--- config.mk ---
export PLATFORM = sky130hd
export DESIGN_NAME = booth_mul_sat
export DESIGN_NICKNAME = d
export VERILOG_FILES = /design/src/rtl/booth_mul_sat.sv
export SDC_FILE = /design/constraint.sdc
export NUM_CORES = 1
export LEC_CHECK = 0
export CORE_ASPECT_RATIO = 0.5
export CORE_MARGIN = 5
export CORE_UTILIZATION = 56
export CTS_CLUSTER_DIAMETER = 80
export CTS_CLUSTER_SIZE = 20
export DETAILED_ROUTE_END_ITERATION = 10
export PLACE_DENSITY = 0.81
export SYNTH_ARGS = -nofsm -noshare
export SYNTH_HDL_FRONTEND = slang
export SYNTH_SLANG_ARGS = --single-unit
--- constraint.sdc ---
create_clock -name clk -period 4.6 [get_ports clk]
set_input_delay 0.92 -clock clk [delete_from_list [all_inputs] [get_ports clk]]
set_output_delay 0.92 -clock clk [all_outputs]
set_load 0.1 [all_outputs]
--- src/rtl/booth_mul_sat.sv ---
// Sequential radix-2 Booth signed fixed-point multiplier with truncation and saturation to the output format.
// Optional BOOTHMUL_OVF_EN adds a registered ovf port that flags a clamped result.
module booth_mul_sat #(
    parameter int A1_WHOLE  = 8,
    parameter int A1_FRAC   = 8,
    parameter int A2_WHOLE  = 8,
    parameter int A2_FRAC   = 8,
    parameter int OUT_WHOLE = 12,
    parameter int OUT_FRAC  = 8
) (
    input  logic                              clk,
    input  logic                              rst,
    input  logic                              arm,
    input  logic [A1_WHOLE+A1_FRAC-1:0]       a1,
    input  logic [A2_WHOLE+A2_FRAC-1:0]       a2,
    output logic [OUT_WHOLE+OUT_FRAC-1:0]     outp,
    output logic                              fin
`ifdef BOOTHMUL_OVF_EN
    ,
    output logic                              ovf
`endif
);

    localparam int A1_LEN  = A1_WHOLE + A1_FRAC;
    localparam int A2_LEN  = A2_WHOLE + A2_FRAC;
    localparam int OUT_LEN = OUT_WHOLE + OUT_FRAC;
    localparam int PW      = A1_LEN + A2_LEN;
    localparam int SH      = A1_FRAC + A2_FRAC - OUT_FRAC;
    localparam int TW      = PW - SH;
    localparam int CW      = $clog2(A2_LEN + 1);

    if (OUT_FRAC > A1_FRAC + A2_FRAC) begin : g_badFrac
        $error("booth_mul_sat: OUT_FRAC must not exceed A1_FRAC+A2_FRAC");
    end

    typedef enum logic [1:0] {IDLE, LOAD, RUN, DONE} state_t;

    state_t                r_state;
    logic signed [A1_LEN:0] r_acc;
    logic signed [A1_LEN:0] r_mcand;
    logic [A2_LEN-1:0]     r_q;
    logic                  r_qPrev;
    logic [CW-1:0]         r_cnt;

    logic signed [A1_LEN:0] w_sum;
    logic [A1_LEN:0]       w_accNext;
    logic [A2_LEN-1:0]     w_qNext;
    logic [PW-1:0]         w_prod;
    logic [TW-1:0]         w_trunc;
    logic [OUT_LEN-1:0]    w_sat;
    logic                  w_clamp;

    // Accumulator is one bit wider than a1 so that subtracting the most negative a1 cannot wrap.
    always_comb begin
        w_sum = r_acc;
        case ({r_q[0], r_qPrev})
            2'b10:   w_sum = r_acc - r_mcand;
            2'b01:   w_sum = r_acc + r_mcand;
            default: w_sum = r_acc;
        endcase
    end

    assign w_accNext = {w_sum[A1_LEN], w_sum[A1_LEN:1]};
    assign w_qNext   = {w_sum[0], r_q[A2_LEN-1:1]};
    assign w_prod    = {w_accNext[A1_LEN-1:0], w_qNext};
    assign w_trunc   = w_prod[PW-1:SH];

    if (SH > 0) begin : g_dropLow
        logic w_unusedLow;
        assign w_unusedLow = ^w_prod[SH-1:0];
    end

    if (OUT_LEN > TW) begin : g_extend
        assign w_sat   = {{(OUT_LEN-TW){w_trunc[TW-1]}}, w_trunc};
        assign w_clamp = 1'b0;
    end else if (OUT_LEN == TW) begin : g_pass
        assign w_sat   = w_trunc;
        assign w_clamp = 1'b0;
    end else begin : g_saturate
        logic [TW-OUT_LEN:0] w_hi;
        assign w_hi    = w_trunc[TW-1:OUT_LEN-1];
        assign w_clamp = ~((&w_hi) | ~(|w_hi));
        assign w_sat   = !w_clamp ? w_trunc[OUT_LEN-1:0] :
                         (w_trunc[TW-1] ? {1'b1, {(OUT_LEN-1){1'b0}}}
                                        : {1'b0, {(OUT_LEN-1){1'b1}}});
    end

    // The last Booth step registers the finished, scaled product directly so fin needs no extra cycle.
    always_ff @(posedge clk) begin
        if (rst) begin
            r_state <= IDLE;
            r_acc   <= '0;
            r_mcand <= '0;
            r_q     <= '0;
            r_qPrev <= 1'b0;
            r_cnt   <= '0;
            outp    <= '0;
            fin     <= 1'b0;
`ifdef BOOTHMUL_OVF_EN
            ovf     <= 1'b0;
`endif
        end else begin
            case (r_state)
                IDLE: begin
                    if (arm) r_state <= LOAD;
                end
                LOAD: begin
                    if (!arm) begin
                        r_state <= IDLE;
                    end else begin
                        r_mcand <= {a1[A1_LEN-1], a1};
                        r_q     <= a2;
                        r_qPrev <= 1'b0;
                        r_acc   <= '0;
                        r_cnt   <= '0;
`ifdef BOOTHMUL_OVF_EN
                        ovf     <= 1'b0;
`endif
                        r_state <= RUN;
                    end
                end
                RUN: begin
                    if (!arm) begin
                        r_state <= IDLE;
                    end else begin
                        r_acc   <= w_accNext;
                        r_q     <= w_qNext;
                        r_qPrev <= r_q[0];
                        r_cnt   <= r_cnt + 1'b1;
                        if (r_cnt == CW'(A2_LEN - 1)) begin
                            outp    <= w_sat;
                            fin     <= 1'b1;
`ifdef BOOTHMUL_OVF_EN
                            ovf     <= w_clamp;
`endif
                            r_state <= DONE;
                        end
                    end
                end
                DONE: begin
                    if (!arm) begin
                        fin     <= 1'b0;
                        r_state <= IDLE;
                    end
                end
                default: r_state <= IDLE;
            endcase
        end
    end

endmodule

After elaboration in Yosys (flattened, before gate mapping)
Cells that the tools add are included.
Widths: inputs -> output; s select.
{"block": "totals", "reg_bits": 78, "latch_bits": 0, "ramBits": 0, "rom_bits": 0, "in_bits": 35, "output_inout_bits": 21, "word_cells": 60, "memories": 0}
{"block": "op_classes", "addsub": 3, "mul": 0, "div": 0, "n_lt_le_gt_ge": 0, "eq_ne": 12, "shifts": 0, "muxes": 25, "n_bitwise": 2, "n_reduce_logical": 10}
{"operator": "$pmux 17 s2", "count": 2}
{"operator": "$mux 20", "count": 2}
{"operator": "$mux 17", "count": 2}
{"operator": "$mux 16", "count": 2}
{"operator": "$pmux 16 s2", "count": 1}
{"operator": "$add 17x16->17", "count": 1}
{"operator": "$sub 17x16->17", "count": 1}
{"operator": "$mux 2", "count": 5}
{"operator": "$mux 5", "count": 2}
{"operator": "$ne 2x2->1 const B", "count": 5}
{"operator": "$pmux 5 s2", "count": 1}
{"operator": "$reduce_and 3->1", "count": 3}
{"operator": "$pmux 2 s4", "count": 1}
{"operator": "$eq 2x2->1 const B", "count": 3}
{"operator": "$add 5x1->5 const B", "count": 1}
{"operator": "$eq 5x4->1 const B", "count": 1}
{"operator": "$mux 1", "count": 5}
{"operator": "$reduce_and 5->1", "count": 1}
{"operator": "$reduce_or 5->1", "count": 1}
{"operator": "$eq 2x1->1 const B", "count": 2}
{"operator": "$pmux 1 s2", "count": 2}
{"operator": "$reduce_and 4->1", "count": 1}
{"operator": "$reduce_bool 2->1", "count": 2}
{"operator": "$ne 3x3->1 const B", "count": 1}
{"operator": "other kinds (4)", "count": 4}

Longest topological paths before layout
Gate-level depths: netlist of the first run.
{"block": "logic_depth", "depth_word": 6, "ltp_mapped": 17, "mapped_depth_nobuf": 15}

Least setup slack after synthesis of the first run
Ideal clock, no wire load.
{"block": "synth_path", "path_kind": "register to register", "startpoint": "reg r_q[0]", "endpoint": "reg outp[10]", "setup_ns": 0.146, "arrival_ns": 3.359, "required_ns": 4.454, "setup_slack_ns": 1.095, "stages_incl_launch_ff": 17, "n_path_buf": 3, "synth_period_minus_slack_ns": 3.505, "cell_sequence": "dfxtp_1 -> inv_1 -> ha_1 -> clkbuf_1 -> clkbuf_1 -> nor2_1 -> xnor2_1 -> ha_1 -> a21oi_1 -> o211ai_1 -> a221oi_1 -> o21ai_0 -> mux2i_1 -> nand4_1 -> a21oi_2 -> buf_6 -> a211oi_2"}
{"block": "synth_between", "elab_chain_cells": 6, "elab_cells_between_ends": 9, "classes_between": "eq/ne: 2; mux: 3; bitwise: 2; reduce/logical: 2"}
{"element": "start: declaration", "line_no": "41", "rtl": "logic [A2_LEN-1:0] r_q;"}
{"element": "start signal: assignment", "line_no": "127", "rtl": "r_q <= w_qNext;"}
{"element": "$eq 2x1->1 / $eq 2x2->1 (equally long branches)", "line_no": "56", "rtl": "case ({r_q[0], r_qPrev})"}
{"element": "$pmux 17 s2 *", "line_no": "56"}
{"element": "$reduce_or 5->1", "line_no": "82", "rtl": "assign w_clamp = ~((&w_hi) | ~(|w_hi));"}
{"element": "$not 1->1", "line_no": "82"}
{"element": "$or 1x1->1", "line_no": "82"}
{"element": "$mux 20 *", "line_no": "83", "rtl": "assign w_sat = !w_clamp ? w_trunc[OUT_LEN-1:0] :"}
{"element": "end signal: assignment", "line_no": "131", "rtl": "outp <= w_sat;"}
{"element": "end: declaration", "line_no": "16", "rtl": "output logic [OUT_WHOLE+OUT_FRAC-1:0] outp,"}
Mark *: on every way between the ends. The rest lies on a longest branch, timed or not.
A chain may end at the register's enable or synchronous reset.

Final worst setup path of the first run
{"block": "layout_path", "startpoint": "reg r_mcand[2]", "endpoint": "reg outp[0]"}
{"block": "layout_between", "elab_chain_cells": 6, "elab_cells_between_ends": 9, "classes_between": "add/sub: 2; mux: 3; bitwise: 2; reduce/logical: 2"}
{"element": "start: declaration", "line_no": "40", "rtl": "logic signed [A1_LEN:0] r_mcand;"}
{"element": "start signal: assignment", "line_no": "111", "rtl": "r_mcand <= {a1[A1_LEN-1], a1};"}
{"element": "$add 17x16->17 / $sub 17x16->17 (equally long branches)", "line_no": "58, 57"}
{"element": "$pmux 17 s2 *", "line_no": "56"}
{"element": "$reduce_or 5->1", "line_no": "82"}
{"element": "$not 1->1", "line_no": "82"}
{"element": "$or 1x1->1", "line_no": "82"}
{"element": "$mux 20 *", "line_no": "83"}
Marks and branches as above.

==> results of run 1 <==
## logic make-up (layout without fill, tap and decap cells)
kind of cell	Yosys count	after routing	synth area share [%]
flops	77	77	33.8
mux	7	7	1.67
simple gates	217	217	20.5
buf+inv	53	98	4.83
compound gates	177	177	27.6
xor+xnor	24	24	4.78
fa+ha+maj	24	24	6.75
## cell usage after synthesis (4+ instances only)
cell       n  area, µm²
o21ai_1   10       50.1
o21ai_0   24        120
nand2_1   87        327
nand3_1    4       20.0
nand2b_1   5       31.3
o31ai_1    4       30.0
a21o_1     4       30.0
a21oi_1   54        270
xnor2_1    8       70.1
nand3b_1   6       45.0
a31oi_1    6       37.5
a311oi_1  15        131
a22oi_1   12       90.1
nor3_1     8       40.0
nor2_1    85        319
nand4_1    4       25.0
dfxtp_1   77       1540
and3_1     4       25.0
and2_1     4       25.0
a211oi_2  11        138
o21a_1     5       37.5
inv_1     18       67.6
clkbuf_1  30        113
xor2_1    15        131
mux2i_1    4       40.0
ha_1      23        288
a211oi_1   5       37.5
## through the flow
step	hold slack [ns]	util (%)
final	0.473	68.3
after CTS	0.476	68.3
after floorplan	0.450	-
after global placement	0.463	64.8
after global routing	0.492	68.3
after detailed placement	0.468	64.8
## final cells by class
cell class | instances | area (µm²) | share of cell area, %
Tap cell | 112 | 140 | 2.58
Clock inverter | 5 | 35.0 | 0.644
Inverter | 18 | 67.6 | 1.24
Clock buffer | 10 | 239 | 4.39
Sequential cell | 77 | 1540 | 28.3
Multi-Input combinational cell | 449 | 2800 | 51.4
Timing Repair Buffer | 65 | 621 | 11.4
## tightest hold or removal path, cell delays in order (launching register included)
cell	delay [ns]
dfxtp_1	0.32
nand2_1	0.05
a21oi_1	0.05
## path summary, 6_finish.rpt
check	start	cells after the start	endpoint	slack, ns
setup / recovery	r_mcand[2]	14	outp[0]	0.48
hold / removal	r_mcand[6]	2	r_mcand[6]	0.47
setup reg to reg	r_mcand[2]	14	outp[0]	0.48
hold reg to reg	r_mcand[6]	2	r_mcand[6]	0.47
## flip-flops by register name (all words and copies together) (netlist names)
register	cells
r_cnt	5
r_qPrev	1
r_mcand	16
r_q	16
fin	1
r_state	2
outp	20
r_acc	16
## per-layer routing
metal / up-vias / GRT usage [%] / wire (µm)
met5: - / 0 / 0
li1: 2136 / - / -
met2: 151 / 35.9 / 4880
met3: 21 / 6.50 / 883
met1: 1968 / 32.7 / 5440
met4: 0 / 6.42 / 201
## report_power, final
group | leakage (nW) | internal, mW | switching, mW
Sequential | 0.623 | 0.682 | 0.0134
Combinational | 1.26 | 0.127 | 0.178
Clock | 0.135 | 0.378 | 0.284
==> flow_summary.ini, run 1 <==
[clock_tree]
cts-root-buf = clkbuf_16
clk_pin_slew_ns = 0.06
cts_setup_buffers = 0
h-tree-depth = 3
cts_repair_resize_count = 0
cts_buffer_depth = 2
cts.sinks = 77
insertion_delay_ns = 0.34
cts_hold_buf = 0
cts_tree = built
cts-buffers-inserted = 9

[power_and_ir_drop]
ir_worst_vdd_mv = 0.240
p_leak_nw = 2.02
p_total_mw = 1.66
p_per_area_nw_per_um2 = 305

[timing]
worst_pin_slew_ns = 1.01
fin_crit_sh_pct = 89.6
fin_crit_ns = 4.12
slew_viol_final = 0
hold_violations = 0
finalSetupTns_ns = 0
postLayoutSetupSlackWorst_ns = 0.477
fmax_mhz = 243
relSlewSlack_pct = 32.5
finClkSkew_ns = 0.00547
setup_viol = 0
rsz0062_at_grt = no

[synthesis]
synth_area_um2 = 4560
synth_nets = 638
ys_types = 61
synthCells = 579
synth_edf_count = 0
avgSynthCellArea_um2 = 7.87
ys_ff_latch = 77
async_flop_share_pct = 0
synthFlopType = dfxtp_1
seq_area_frac_synth_pct = 33.8
ys_warn_count = 0

[floorplan]
rows = 23
dieHeight_um = 73.8
ioPinCount = 56
die_area_um2 = 10200
core-area_um2 = 7970
die_width_um = 138
start_util_pct = 57.2

[drt]
ant_nets = 0
wire_per_inst_um = 15.5
drt_first_pass_iters = 6
drc = 0
viasPerCell = 5.81
routed_wl_um = 11400
drt_iter0_markers = 447
vias = 4276

[finish]
layout-drive-gt1-share_pct = 8.33
stdcell_area_um2 = 5440
area_delta_synth_final_pct = 19.3
nNetsFinal = 679
n_antenna_cell = 0
n_fill_cell = 650
final_common_cell = nand2_1
fin_cells = 736
final_cell_mix = 87 x nand2_1, 85 x nor2_1, 77 x dfxtp_1

[setup_path]
critPathLaunchType = register
cpPeakStageDelay_ns = 0.42
critical_path.cell_chain = nor4_4 -> and3_1 -> nor2_1 -> xnor2_1 -> ha_1 -> a21oi_1 -> o211ai_1 -> a221oi_1 -> o21ai_0 -> mux2i_1 -> nand4_1 -> a21oi_2 -> buf_4 -> a211oi_1
critPathTopFamily = compound AO/OA/AOI/OAI gates
crit_arrival_ns = 4.30
crit_type = reg -> reg
critPathRequiredTime_ns = 4.78
endpoint_kind = register
cp_slowest_cell = nand4_1
worst-path-max-fanout = 7
path_buf_inv = 1

[outcome]
outcome = finished, final reports clean

[grt]
grt_start_max_net_pins = 54
grt_pass1_wl_um = 18700
track_usage_pct = 23.5
antenna_found_initial = 0
grt-ovfl-total = 0
grt_pass1_vias = 3839

[worst_hold_path]
hold_class = reg -> reg

[placed_design]
place_area_um2 = 5170
dp_hpwl_um = 8260
place_congestion = 0.925
dpl.cell_count = 721
pre_cts_slack_ns = 0.519
port_buffers = 55

[job]
drv_cap = 0
(Power assumes the default switching activity.)
==> run 2: changes to the inputs <==
--- a/config.mk
+++ b/config.mk
@@ -6,7 +6,7 @@
 export NUM_CORES = 1
 export LEC_CHECK = 0
 export CORE_ASPECT_RATIO = 0.5
-export CORE_MARGIN = 5
+export CORE_MARGIN = 2
 export CORE_UTILIZATION = 56
 export CTS_CLUSTER_DIAMETER = 80
 export CTS_CLUSTER_SIZE = 20
==> run 2 against run 1 <==
Via count fell by 0.35%. Fmax is 4.4% lower. Clock-buffer cell count is 1 lower. Critical path depth rose by 2. Final cell count decreased by 0.41%. Die area shrank 12%. Non-clock buffer count fell by 3. Hold slack improved by 0.0074 ns. First-iteration DRC count fell by 8.9%. Sequential share of layout area down 0.14 points. Highest routed layer unchanged. Largest cell class unchanged. Worst setup slack worse by 0.19 ns. Combinational power about the same.
==> flow_summary.ini, run 2 (synthesized netlist as in run 1, its figures left out) <==
[outcome]
outcome = finished, final reports clean

[finish]
fin_cells = 733
n_antenna_cell = 0
stdcell_area_um2 = 5470
nNetsFinal = 676
layout-drive-gt1-share_pct = 8.05
fin_util_pct = 68.9
final_cell_mix = 87 x nand2_1, 84 x nor2_1, 77 x dfxtp_1
final_common_cell = nand2_1
largest_register = outp
area_delta_synth_final_pct = 20.0
largest_reg_flops = 20
n_fill_cell = 636

[placed_design]
dpl.cell_count = 718
place_area_um2 = 5150
place_congestion = 0.996
pre_cts_slack_ns = 0.369
dp_hpwl_um = 7880
port_buffers = 55

[clock_tree]
cts_tree = built
cts_repair_resize_count = 0
clk_pin_slew_ns = 0.06
cts_buffer_depth = 2
cts.sinks = 77
cts-root-buf = clkbuf_16
cts_setup_buffers = 0
cts-buffers-inserted = 9
cts_hold_buf = 0
insertion_delay_ns = 0.35
h-tree-depth = 3

[job]
drv_cap = 0

[setup_path]
worst-path-max-fanout = 9
cpPeakStageDelay_ns = 0.47
critPathRequiredTime_ns = 4.78
crit_arrival_ns = 4.50
critPathLaunchType = register
endpoint_kind = register
crit_type = reg -> reg
reg2reg_depth = 16
cp_common_cell = nor2_1
critical_path.cell_chain = nor4_4 -> nand2_1 -> nor2_1 -> and3_1 -> a21oi_1 -> xor2_1 -> ha_1 -> a21o_1 -> nor2_1 -> o21ai_0 -> or2_2 -> a2bb2oi_1 -> nand4_1 -> a21oi_2 -> buf_4 -> a211oi_2
cp_slowest_cell = nand4_1

[power_and_ir_drop]
power_frac_seq_pct = 39.1
ir_worst_vdd_mv = 0.189
switching_share_pct = 27.6
p_int_mw = 1.29
p_leak_nw = 2.03
p_per_area_nw_per_um2 = 325
p_switching_mw = 0.490
clkPwrFrac_pct = 43.9
p_comb_share_pct = 17.0
p_total_mw = 1.78

[timing]
fin_crit_sh_pct = 93.7
setup_viol = 0
rsz0062_at_grt = no
worst_pin_slew_ns = 1.05
hold_violations = 0
hold_ws_ns = 0.480
finClkSkew_ns = 0.00940
postLayoutSetupSlackWorst_ns = 0.288
finalSetupTns_ns = 0
relSlewSlack_pct = 30.0
fin_crit_ns = 4.31
fmax_mhz = 232
slew_viol_final = 0

[grt]
antenna_found_initial = 0
grt_pass1_vias = 3825
track_usage_pct = 25.6
grt_pass1_wl_um = 18300
grt-ovfl-total = 0
grt_start_max_net_pins = 56

[drt]
ant_nets = 0
drt_iter0_markers = 407
wl_met2_um = 4680
wl_met1_um = 5530
drc = 0
viasPerCell = 5.81
wire_per_inst_um = 15.2
routed.top_layer = met4
wl_met3_um = 621
vias = 4261
drt_first_pass_iters = 5
routed_wl_um = 11100

[floorplan]
start_util_pct = 57.4
die_area_um2 = 8920
die_width_um = 132
dieHeight_um = 67.8
rows = 23
ioPinCount = 56
core-area_um2 = 7940

[worst_hold_path]
hold_class = reg -> reg
whs_path_depth = 2
[run 2: cell type report]
type                            count  area (µm²)  share of cell area [%]
Sequential cell                    77        1540                    28.2
Inverter                           18        67.6                    1.24
Clock inverter                      6        96.3                    1.76
Timing Repair Buffer               62         598                    10.9
Clock buffer                        9         225                    4.12
Multi-Input combinational cell    449        2800                    51.2
Tap cell                          112         140                    2.56
[run 2: path summary, 6_finish.rpt]
check,startpoint,end,slack [ns]
max,r_mcand[2],outp[10],0.29
min,r_q[3],r_q[2],0.48
max reg2reg,r_mcand[2],outp[10],0.29
min reg2reg,r_q[3],r_q[2],0.48
[run 2: critical path, delay by kind of cell (launching register included)]
family	cells	cell delay (ns)
compound gates	6	1.33
simple gates	7	1.63
buf+inv	1	0.26
flops	1	0.38
xor+xnor	1	0.17
fa+ha+maj	1	0.38
[run 2: power by group through the flow]
stage / sequential (mW) / combinational (mW) / clock [mW]
after floorplan: 0.706 / 0.216 / 0
after global placement: 0.709 / 0.292 / 0
after detailed placement: 0.709 / 0.295 / 0
after global routing: 0.696 / 0.335 / 0.809
after CTS: 0.695 / 0.298 / 0.784
final: 0.695 / 0.302 / 0.779
[run 2: routing by layer]
layer	GRT usage (%)	up-vias
met2	39.6	121
met3	6.68	25
li1	-	2139
met4	10.3	0
met5	0	-
met1	34.6	1976
